## src/rtl/jtag_tap_sequencer.sv

```systemverilog
// Command-driven JTAG master: turns TAP-reset / IR / DR / run-idle commands into TCK/TMS/TDI slots and collects TDO.
// Define JTAG_SEQ_TRST_EN to add a TRST pulse ahead of the INIT and TAP_RESET TMS sequences.
module jtag_tap_sequencer #(
    parameter int TCK_DIV = 2,
    parameter int MAX_LEN = 32,
    parameter int LEN_W   = 6
) (
    input  logic               clk_i,
    input  logic               rst_n_i,
    input  logic               cmd_valid_i,
    output logic               cmd_ready_o,
    input  logic [1:0]         cmd_type_i,
    input  logic [LEN_W-1:0]   cmd_len_i,
    input  logic [MAX_LEN-1:0] cmd_data_i,
    output logic               rsp_valid_o,
    input  logic               rsp_ready_i,
    output logic [MAX_LEN-1:0] rsp_data_o,
    output logic               rsp_err_o,
    output logic               busy_o,
    output logic               tck_o,
    output logic               tms_o,
    output logic               tdi_o,
    input  logic               tdo_i,
    output logic               trst_o
);

`ifdef JTAG_SEQ_TRST_EN
    localparam bit TRST_EN = 1'b1;
`else
    localparam bit TRST_EN = 1'b0;
`endif

    localparam int DIV_W  = (TCK_DIV > 1) ? $clog2(TCK_DIV) : 1;
    localparam int TRST_W = $clog2(2 * TCK_DIV + 1);

    localparam logic [DIV_W-1:0]  DIV_LAST  = DIV_W'(TCK_DIV - 1);
    localparam logic [TRST_W-1:0] TRST_LAST = TRST_W'(2 * TCK_DIV);
    localparam logic [TRST_W-1:0] TRST_ONE  = TRST_W'(1);
    localparam logic [LEN_W-1:0]  MAX_LEN_L = LEN_W'(MAX_LEN);
    localparam logic [LEN_W-1:0]  CNT_0     = LEN_W'(0);
    localparam logic [LEN_W-1:0]  CNT_1     = LEN_W'(1);
    localparam logic [LEN_W-1:0]  CNT_2     = LEN_W'(2);
    localparam logic [LEN_W-1:0]  CNT_6     = LEN_W'(6);

    typedef enum logic [3:0] {
        INIT, IDLE, RST_SEQ, SEL, CAPTURE, SHIFT, EXIT, UPDATE, RTI_RUN, RESP
    } state_t;

    state_t               state;
    state_t               nxt_state;
    logic [LEN_W-1:0]     slot_cnt;
    logic [LEN_W-1:0]     nxt_cnt;
    logic                 nxt_tms;
    logic                 nxt_shift;
    logic [DIV_W-1:0]     div_cnt;
    logic                 trst_ph;
    logic [TRST_W-1:0]    trst_cnt;
    logic                 trst_q;
    logic [LEN_W-1:0]     len_q;
    logic [MAX_LEN-1:0]   data_q;
    logic [MAX_LEN-1:0]   cap_mask;

    assign trst_o = trst_q;

    // slot_cnt counts remaining slots of the current state, including the one in flight;
    // this block describes the slot that starts when the current one ends.
    always_comb begin
        nxt_state = state;
        nxt_cnt   = slot_cnt - CNT_1;
        nxt_tms   = 1'b0;
        nxt_shift = 1'b0;
        if (slot_cnt > CNT_1) begin
            case (state)
                INIT, RST_SEQ: nxt_tms = (slot_cnt > CNT_2);
                SEL:           nxt_tms = 1'b1;
                SHIFT: begin
                    nxt_tms   = (slot_cnt == CNT_2);
                    nxt_shift = 1'b1;
                end
                default:       nxt_tms = 1'b0;
            endcase
        end else begin
            case (state)
                INIT:    nxt_state = IDLE;
                SEL: begin
                    nxt_state = CAPTURE;
                    nxt_cnt   = CNT_2;
                end
                CAPTURE: begin
                    nxt_state = SHIFT;
                    nxt_cnt   = len_q;
                    nxt_tms   = (len_q == CNT_1);
                    nxt_shift = 1'b1;
                end
                SHIFT: begin
                    nxt_state = EXIT;
                    nxt_cnt   = CNT_1;
                    nxt_tms   = 1'b1;
                end
                EXIT: begin
                    nxt_state = UPDATE;
                    nxt_cnt   = CNT_1;
                end
                default: nxt_state = RESP;
            endcase
        end
    end

    always_ff @(posedge clk_i or negedge rst_n_i) begin
        if (!rst_n_i) begin
            state       <= INIT;
            slot_cnt    <= CNT_6;
            div_cnt     <= '0;
            trst_ph     <= TRST_EN;
            trst_cnt    <= '0;
            trst_q      <= 1'b0;
            len_q       <= '0;
            data_q      <= '0;
            cap_mask    <= '0;
            tck_o       <= 1'b0;
            tms_o       <= 1'b1;
            tdi_o       <= 1'b0;
            cmd_ready_o <= 1'b0;
            rsp_valid_o <= 1'b0;
            rsp_data_o  <= '0;
            rsp_err_o   <= 1'b0;
            busy_o      <= 1'b1;
        end else begin
            case (state)
                IDLE: begin
                    if (cmd_valid_i && cmd_ready_o) begin
                        cmd_ready_o <= 1'b0;
                        busy_o      <= 1'b1;
                        rsp_data_o  <= '0;
                        rsp_err_o   <= 1'b0;
                        data_q      <= cmd_data_i;
                        len_q       <= cmd_len_i;
                        cap_mask    <= MAX_LEN'(1);
                        div_cnt     <= '0;
                        tck_o       <= 1'b0;
                        tdi_o       <= 1'b0;
                        case (cmd_type_i)
                            2'd0: begin
                                state    <= RST_SEQ;
                                slot_cnt <= CNT_6;
                                tms_o    <= 1'b1;
                                trst_ph  <= TRST_EN;
                                trst_cnt <= '0;
                            end
                            2'd1, 2'd2: begin
                                if (cmd_len_i == CNT_0 || cmd_len_i > MAX_LEN_L) begin
                                    state       <= RESP;
                                    rsp_valid_o <= 1'b1;
                                    rsp_err_o   <= 1'b1;
                                end else begin
                                    state    <= SEL;
                                    slot_cnt <= (cmd_type_i == 2'd1) ? CNT_2 : CNT_1;
                                    tms_o    <= 1'b1;
                                end
                            end
                            default: begin
                                if (cmd_len_i == CNT_0) begin
                                    state       <= RESP;
                                    rsp_valid_o <= 1'b1;
                                end else begin
                                    state    <= RTI_RUN;
                                    slot_cnt <= cmd_len_i;
                                    tms_o    <= 1'b0;
                                end
                            end
                        endcase
                    end
                end
                RESP: begin
                    if (rsp_ready_i) begin
                        rsp_valid_o <= 1'b0;
                        cmd_ready_o <= 1'b1;
                        busy_o      <= 1'b0;
                        state       <= IDLE;
                    end
                end
                default: begin
                    if (trst_ph) begin
                        // The first slot's low phase starts on the clk TRST drops.
                        if (trst_cnt == TRST_LAST) begin
                            trst_q  <= 1'b0;
                            trst_ph <= 1'b0;
                            div_cnt <= '0;
                        end else begin
                            trst_q   <= 1'b1;
                            trst_cnt <= trst_cnt + TRST_ONE;
                        end
                    end else if (div_cnt != DIV_LAST) begin
                        div_cnt <= div_cnt + DIV_W'(1);
                    end else begin
                        div_cnt <= '0;
                        if (!tck_o) begin
                            tck_o <= 1'b1;
                            if (state == SHIFT) begin
                                rsp_data_o <= rsp_data_o | (tdo_i ? cap_mask : '0);
                                cap_mask   <= cap_mask << 1;
                            end
                        end else begin
                            tck_o    <= 1'b0;
                            state    <= nxt_state;
                            slot_cnt <= nxt_cnt;
                            tms_o    <= nxt_tms;
                            tdi_o    <= nxt_shift & data_q[0];
                            if (nxt_shift) begin
                                data_q <= data_q >> 1;
                            end
                            if (nxt_state == RESP) begin
                                rsp_valid_o <= 1'b1;
                            end
                            if (nxt_state == IDLE) begin
                                cmd_ready_o <= 1'b1;
                                busy_o      <= 1'b0;
                            end
                        end
                    end
                end
            endcase
        end
    end

endmodule
```

## config.mk

```make
export PLATFORM = sky130hd
export DESIGN_NAME = jtag_tap_sequencer
export DESIGN_NICKNAME = d
export VERILOG_FILES = /design/src/rtl/jtag_tap_sequencer.sv
export SDC_FILE = /design/constraint.sdc
export NUM_CORES = 1
export LEC_CHECK = 0
export CAP_MARGIN = 15
export CORE_MARGIN = 3
export CORE_UTILIZATION = 50
export CTS_CLUSTER_SIZE = 10
export DETAILED_ROUTE_END_ITERATION = 10
export DONT_BUFFER_PORTS = 1
export PLACE_DENSITY = 0.75
export SETUP_SLACK_MARGIN = 0.02
export SLEW_MARGIN = 40
export SYNTH_ARGS = -nofsm -noshare
export SYNTH_HDL_FRONTEND = slang
export SYNTH_SLANG_ARGS = --single-unit
```

## constraint.sdc

```tcl
create_clock -name clk_i -period 3.7 [get_ports clk_i]
set_input_delay 0.37 -clock clk_i [delete_from_list [all_inputs] [get_ports clk_i]]
set_output_delay 0.37 -clock clk_i [all_outputs]
set_load 0.02 [all_outputs]
```

Yosys cells after proc, flatten, opt, wreduce, memory -nomap -nowiden
Cells that the tools add are included.
{"block": "totals", "register_bits": 125, "in_bits": 45, "out_inout_bits": 40, "elab_cells": 187}
{"block": "classes", "add_sub_neg": 3, "magnitude_cmp": 3, "eq_ne": 27, "mux": 102, "n_bitwise": 4, "reduce_logical": 31}
{"op": "32-bit two-way mux", "n": 16}
{"op": "32-bit one-hot mux with 2 select lines", "n": 3}
{"op": "1-bit two-way mux", "n": 45}
{"op": "6-bit two-way mux", "n": 7}
{"op": "32-bit bitwise OR", "n": 1}
{"op": "4-bit two-way mux", "n": 7}
{"op": "6-bit one-hot mux with 2 select lines", "n": 2}
{"op": "1-bit one-hot mux with 2 select lines", "n": 11}
{"op": "4-bit one-hot mux with 5 select lines", "n": 1}
{"op": "6-bit one-hot mux with 3 select lines", "n": 1}
{"op": "6-bit AND reduction", "n": 3}
{"op": "4-bit one-hot mux with 2 select lines", "n": 2}
{"op": "5-bit AND reduction", "n": 3}
{"op": "4-bit by 3-bit equality test with 1-bit output (second input constant)", "n": 3}
{"op": "3-bit two-way mux", "n": 4}
{"op": "3-bit nonzero test", "n": 4}
{"op": "2-bit nonzero test", "n": 5}
{"op": "9-bit AND reduction", "n": 1}
{"op": "4-bit by 1-bit equality test with 1-bit output (second input constant)", "n": 2}
{"op": "4-bit by 2-bit equality test with 1-bit output (second input constant)", "n": 2}
{"op": "4-bit equality test (second input constant)", "n": 2}
{"op": "2-bit by 1-bit inequality test with 1-bit output (second input constant)", "n": 4}
{"op": "2-bit OR reduction", "n": 4}
{"op": "7-bit AND reduction", "n": 1}
{"op": "29 further kinds", "n": 36}

Logic depth before layout (Yosys ltp)
{"block": "logic_depth", "word_depth": 9, "mapped_depth": 9, "mapped_depth_nobuf": 7}

Least setup slack after synthesis
No wires, ideal clock.
{"block": "synth_path", "kind": "register -> register", "from": "register slot_cnt[3]", "to": "register data_q[31]", "setup_time_ps": 126, "arrival_ps": 2386, "t_required_ps": 3574, "slack_ps": 1188, "stages_incl_launch_ff": 8, "path_buffers": 2, "synth_period_minus_slack_ps": 2512, "path_cell_list": "dfrtp_1 -> or4_1 -> buf_2 -> or3_1 -> a2111o_1 -> a21boi_4 -> buf_6 -> o21ai_0"}
{"block": "synth_between", "elab_chain_cells": 4}
{"item": "from (decl)", "line_no": "51", "text": "logic [LEN_W-1:0] slot_cnt;"}
{"item": "from (signal assigned)", "line_no": "157", "text": "slot_cnt <= (cmd_type_i == 2'd1) ? CNT_2 : CNT_1;"}
{"item": "from (signal assigned)", "line_no": "167", "text": "slot_cnt <= cmd_len_i;"}
{"item": "from (signal assigned)", "line_no": "206", "text": "slot_cnt <= nxt_cnt;"}
{"item": "6-bit by 1-bit > comparator with 1-bit output", "line_no": "72", "text": "if (slot_cnt > CNT_1) begin"}
{"item": "1-bit two-way mux", "line_no": "72"}
{"item": "2-bit nonzero test (no line)"}
{"item": "6-bit AND reduction (no line)"}
{"item": "to (signal assigned)", "line_no": "136", "text": "data_q <= cmd_data_i;"}
{"item": "to (signal assigned)", "line_no": "210", "text": "data_q <= data_q >> 1;"}
{"item": "to (decl)", "line_no": "60", "text": "logic [MAX_LEN-1:0] data_q;"}
Every way passes these cells.
A chain may end at the register's enable or synchronous reset.

Worst setup path after layout
Ends and elaborated chain as after synthesis.

==> out/results.ini <==
[place]
pre_cts_ws_ps=771
total_of_buffers_placed_on_input_and_output_ports=0
gp_congestion=0.873
dpl_hpwl_mm=8.72
placement.cell_area_um2=6110

[clocking]
tritoncts=yes
clock_tree.buffer_depth=2
cts-htree-levels=4
total_clock_buffers_created_by_cts=17
cts_resized=0
cts_root_buffer=sky130_fd_sc_hd__clkbuf_16
clock_pin_slew_on_the_worst_setup_and_hold_paths_ps=60
worst_skew_pair.late_latency_ps=420
clock-sinks=125
cts_post_setup_buffers_inserted=0

[sta]
finalHoldViolations=0
grt_setup_unrepaired=false
fin_tns_setup_ps=0
worst_slew_margin_rel=0.562
timing.clock.skew_ps=5.83
fin_crit_ps=2920
holdWs_ps=103
tightest_slew_ps=657
maxSlewViolCount=0
final_min_period_over_clock_period=0.790
postLayoutSetupSlackWorst_ps=776
timing.final.setup_violations=0
fmax_mhz=342

[setup_path]
timing_worst_setup_path_type=flip-flop to flip-flop
crit_path_start=slot_cnt[3]
critPathCaptureType=flip-flop
start_kind=flip-flop
regToRegStartpoint=slot_cnt[3]
reg2reg_depth=6
r2r_setup_slack_ps=780
worstReg2RegEnd=data_q[31]
critical_path_required_ps=3980
worst_setup_path_endpoint=data_q[31]
worstPathArrival_ps=3200
cp_max_fo=32

[global_route]
grt_util_all_layers=0.216
grt_antenna_before_repair=0
via_count_of_the_first_global_routing_pass=4482
grt_remaining_overflow=0
grt_pass1_wl_mm=22.7
grt_start_max_net_pins=126

[routing]
drtIter0Drc=232
final_antenna_net_count=0
route.detailed.drc=0
detail_route.wl_per_cell_um=18.4
route.detailed.vias_per_inst=6.11
drt-total-wl_mm=13.5
detailroute.via_count=4496
first_pass_iters=4

[layout]
layout_common_cells=sky130_fd_sc_hd__dfrtp_1 (121), sky130_fd_sc_hd__nand2_1 (89), sky130_fd_sc_hd__o21ai_0 (53)
area_growth_from_synthesis_to_layout_pct=12.4
post_route_cells_drive_above_1_share=0.162
final_common_cell=sky130_fd_sc_hd__dfrtp_1
antennaDiodeCount=0
finalNetCount=634
final_cell_area_um2=6710

[power]
power_density_nw_per_um2=449
vdd_ir_max_mv=0.296
total_leakage_power_nw=3.04

[synthesis]
synth.top_cells.by_area=sky130_fd_sc_hd__dfrtp_1 (51%), sky130_fd_sc_hd__a2bb2oi_2 (7.3%), sky130_fd_sc_hd__nand2_1 (5.6%), sky130_fd_sc_hd__o21ai_0 (4.5%), sky130_fd_sc_hd__o22ai_1 (3.4%)
share_of_async_settable_or_async_resettable_flops_after_synthesis=1.00
synth_area_per_cell_um2=10.1
seq_area_frac_synth=0.525
dominant_combinational_cell_family_by_area_after_synthesis=compound AO/OA/AOI/OAI gates
synth.distinct_cells=66
post-synth-top-area-fraction=0.507
total_of_flip_flops_plus_latches_after_synthesis=125
yosysWarnings=0
mux_share_of_post_synthesis_cell_area=0.0182
synth_simple_gate_area_frac=0.137
synthesis.area_um2=5970
number_of_enable_flip_flop_cells_after_synthesis=0
xor_and_xnor_area_share_after_synthesis=0.00440
synth.largest_area_cell=sky130_fd_sc_hd__dfrtp_1
synth_compound_area_frac=0.256
post_synth_fa_ha_maj_area_fraction=0.0189
synth-main-ff-cell=sky130_fd_sc_hd__dfrtp_1
postSynthCellCount=589
postSynthNetCount=643

[worst_hold_path]
hp-class=input port to flip-flop

[die]
starting_density_of_the_core=0.516
num_io_pins=85
core-area_um2=11600
fp.dieW_um=115
die-area_um2=13300
row_count=39
die_height_um=115

[run_status]
run_status=completed

[run]
cap_violations=0

report_power, final:
| group | internal (W) | leakage (nW) | switching [W] |
|---|---|---|---|
| clock | 0.00102 | 0.278 | 0.000575 |
| combinational | 0.0000109 | 1.08 | 0.0000388 |
| sequential | 0.00137 | 1.68 | 0 |
| total | 0.00240 | 3.04 | 0.000614 |
through the flow:
stage,total power [W],util,cells
after floorplan,0.00141,-,589
after CTS,0.00305,0.580,736
after detailed placement,0.00141,0.528,702
after global routing,0.00312,0.580,736
final,0.00301,0.580,736
after global placement,0.00141,0.526,700
synthesized netlist by cell type (all sizes together), types with 4 or more instances:
cell     instances
dfrtp          121
nand2           89
dfstp            4
nor3             6
nand3b           4
o211ai           4
o21ai           55
mux2             7
a31oi            4
clkbuf          34
nor2            46
a2bb2oi         32
o22ai           32
a21oi           39
nor2b            4
nor4             4
buf             10
inv             13
nand2b           4
ha               9
timing repair:
item                                    CTS  global route
endpoints found under the hold margin   125             0
hold buffers                              2             0
endpoints found under the setup margin    0             0
flip-flops by register name, summed over array words and instances, names as in the netlist, 3 cells and up:
signal      count
cap_mask       32
data_q         32
rsp_data_o     32
len_q           6
slot_cnt        6
state           4
trst_cnt        3
logic make-up (layout without fill, tap and decap cells):
family          count (synthesis)  in the layout
compound gates                204            204
xor+xnor                        3              3
fa+ha+maj                       9              9
buf+inv                        57             61
flops                         125            125
mux                            10             10
simple gates                  181            181
critical path, stage by stage, from the launching register on:
cell                       delay (ps)
sky130_fd_sc_hd__dfrtp_1          420
sky130_fd_sc_hd__or4_1            690
sky130_fd_sc_hd__or3_1            420
sky130_fd_sc_hd__a2111o_1         470
sky130_fd_sc_hd__a21boi_4         160
sky130_fd_sc_hd__buf_4            450
sky130_fd_sc_hd__o21ai_0          160
worst min path at each step:
stage / start / to / slack, ps / depth (start not counted)
6_report: cmd_len_i[3] / len_q[3] / 100 / 1
5_1_grt: cmd_len_i[3] / len_q[3] / 90 / 1
4_1_cts: cmd_len_i[0] / len_q[0] / 90 / 1
3_5_place_dp: rst_n_i / data_q[26] / 80 / 0
3_3_place_gp: rst_n_i / data_q[25] / 80 / 0
2_1_floorplan: rst_n_i / cap_mask[0] / 70 / 0
area by class of cell:
cell class              instances  area (um^2)
fillers                       940         4860
flip-flops and latches        125         3130
multi-input cells             407         2630
clock buffers                  24          472
well taps                     143          179
repair buffers                 16          154
clock inverters                 8         92.6
inverters                      13         48.8
metal layers:
layer	track usage	up-vias	share of wire
met3	0.0789	23	0.072
met1	0.280	2222	0.43
met4	0.0829	0	0.020
li1	-	2106	-
met5	0	-	0
met2	0.334	145	0.48
(Power assumes the default switching activity.)
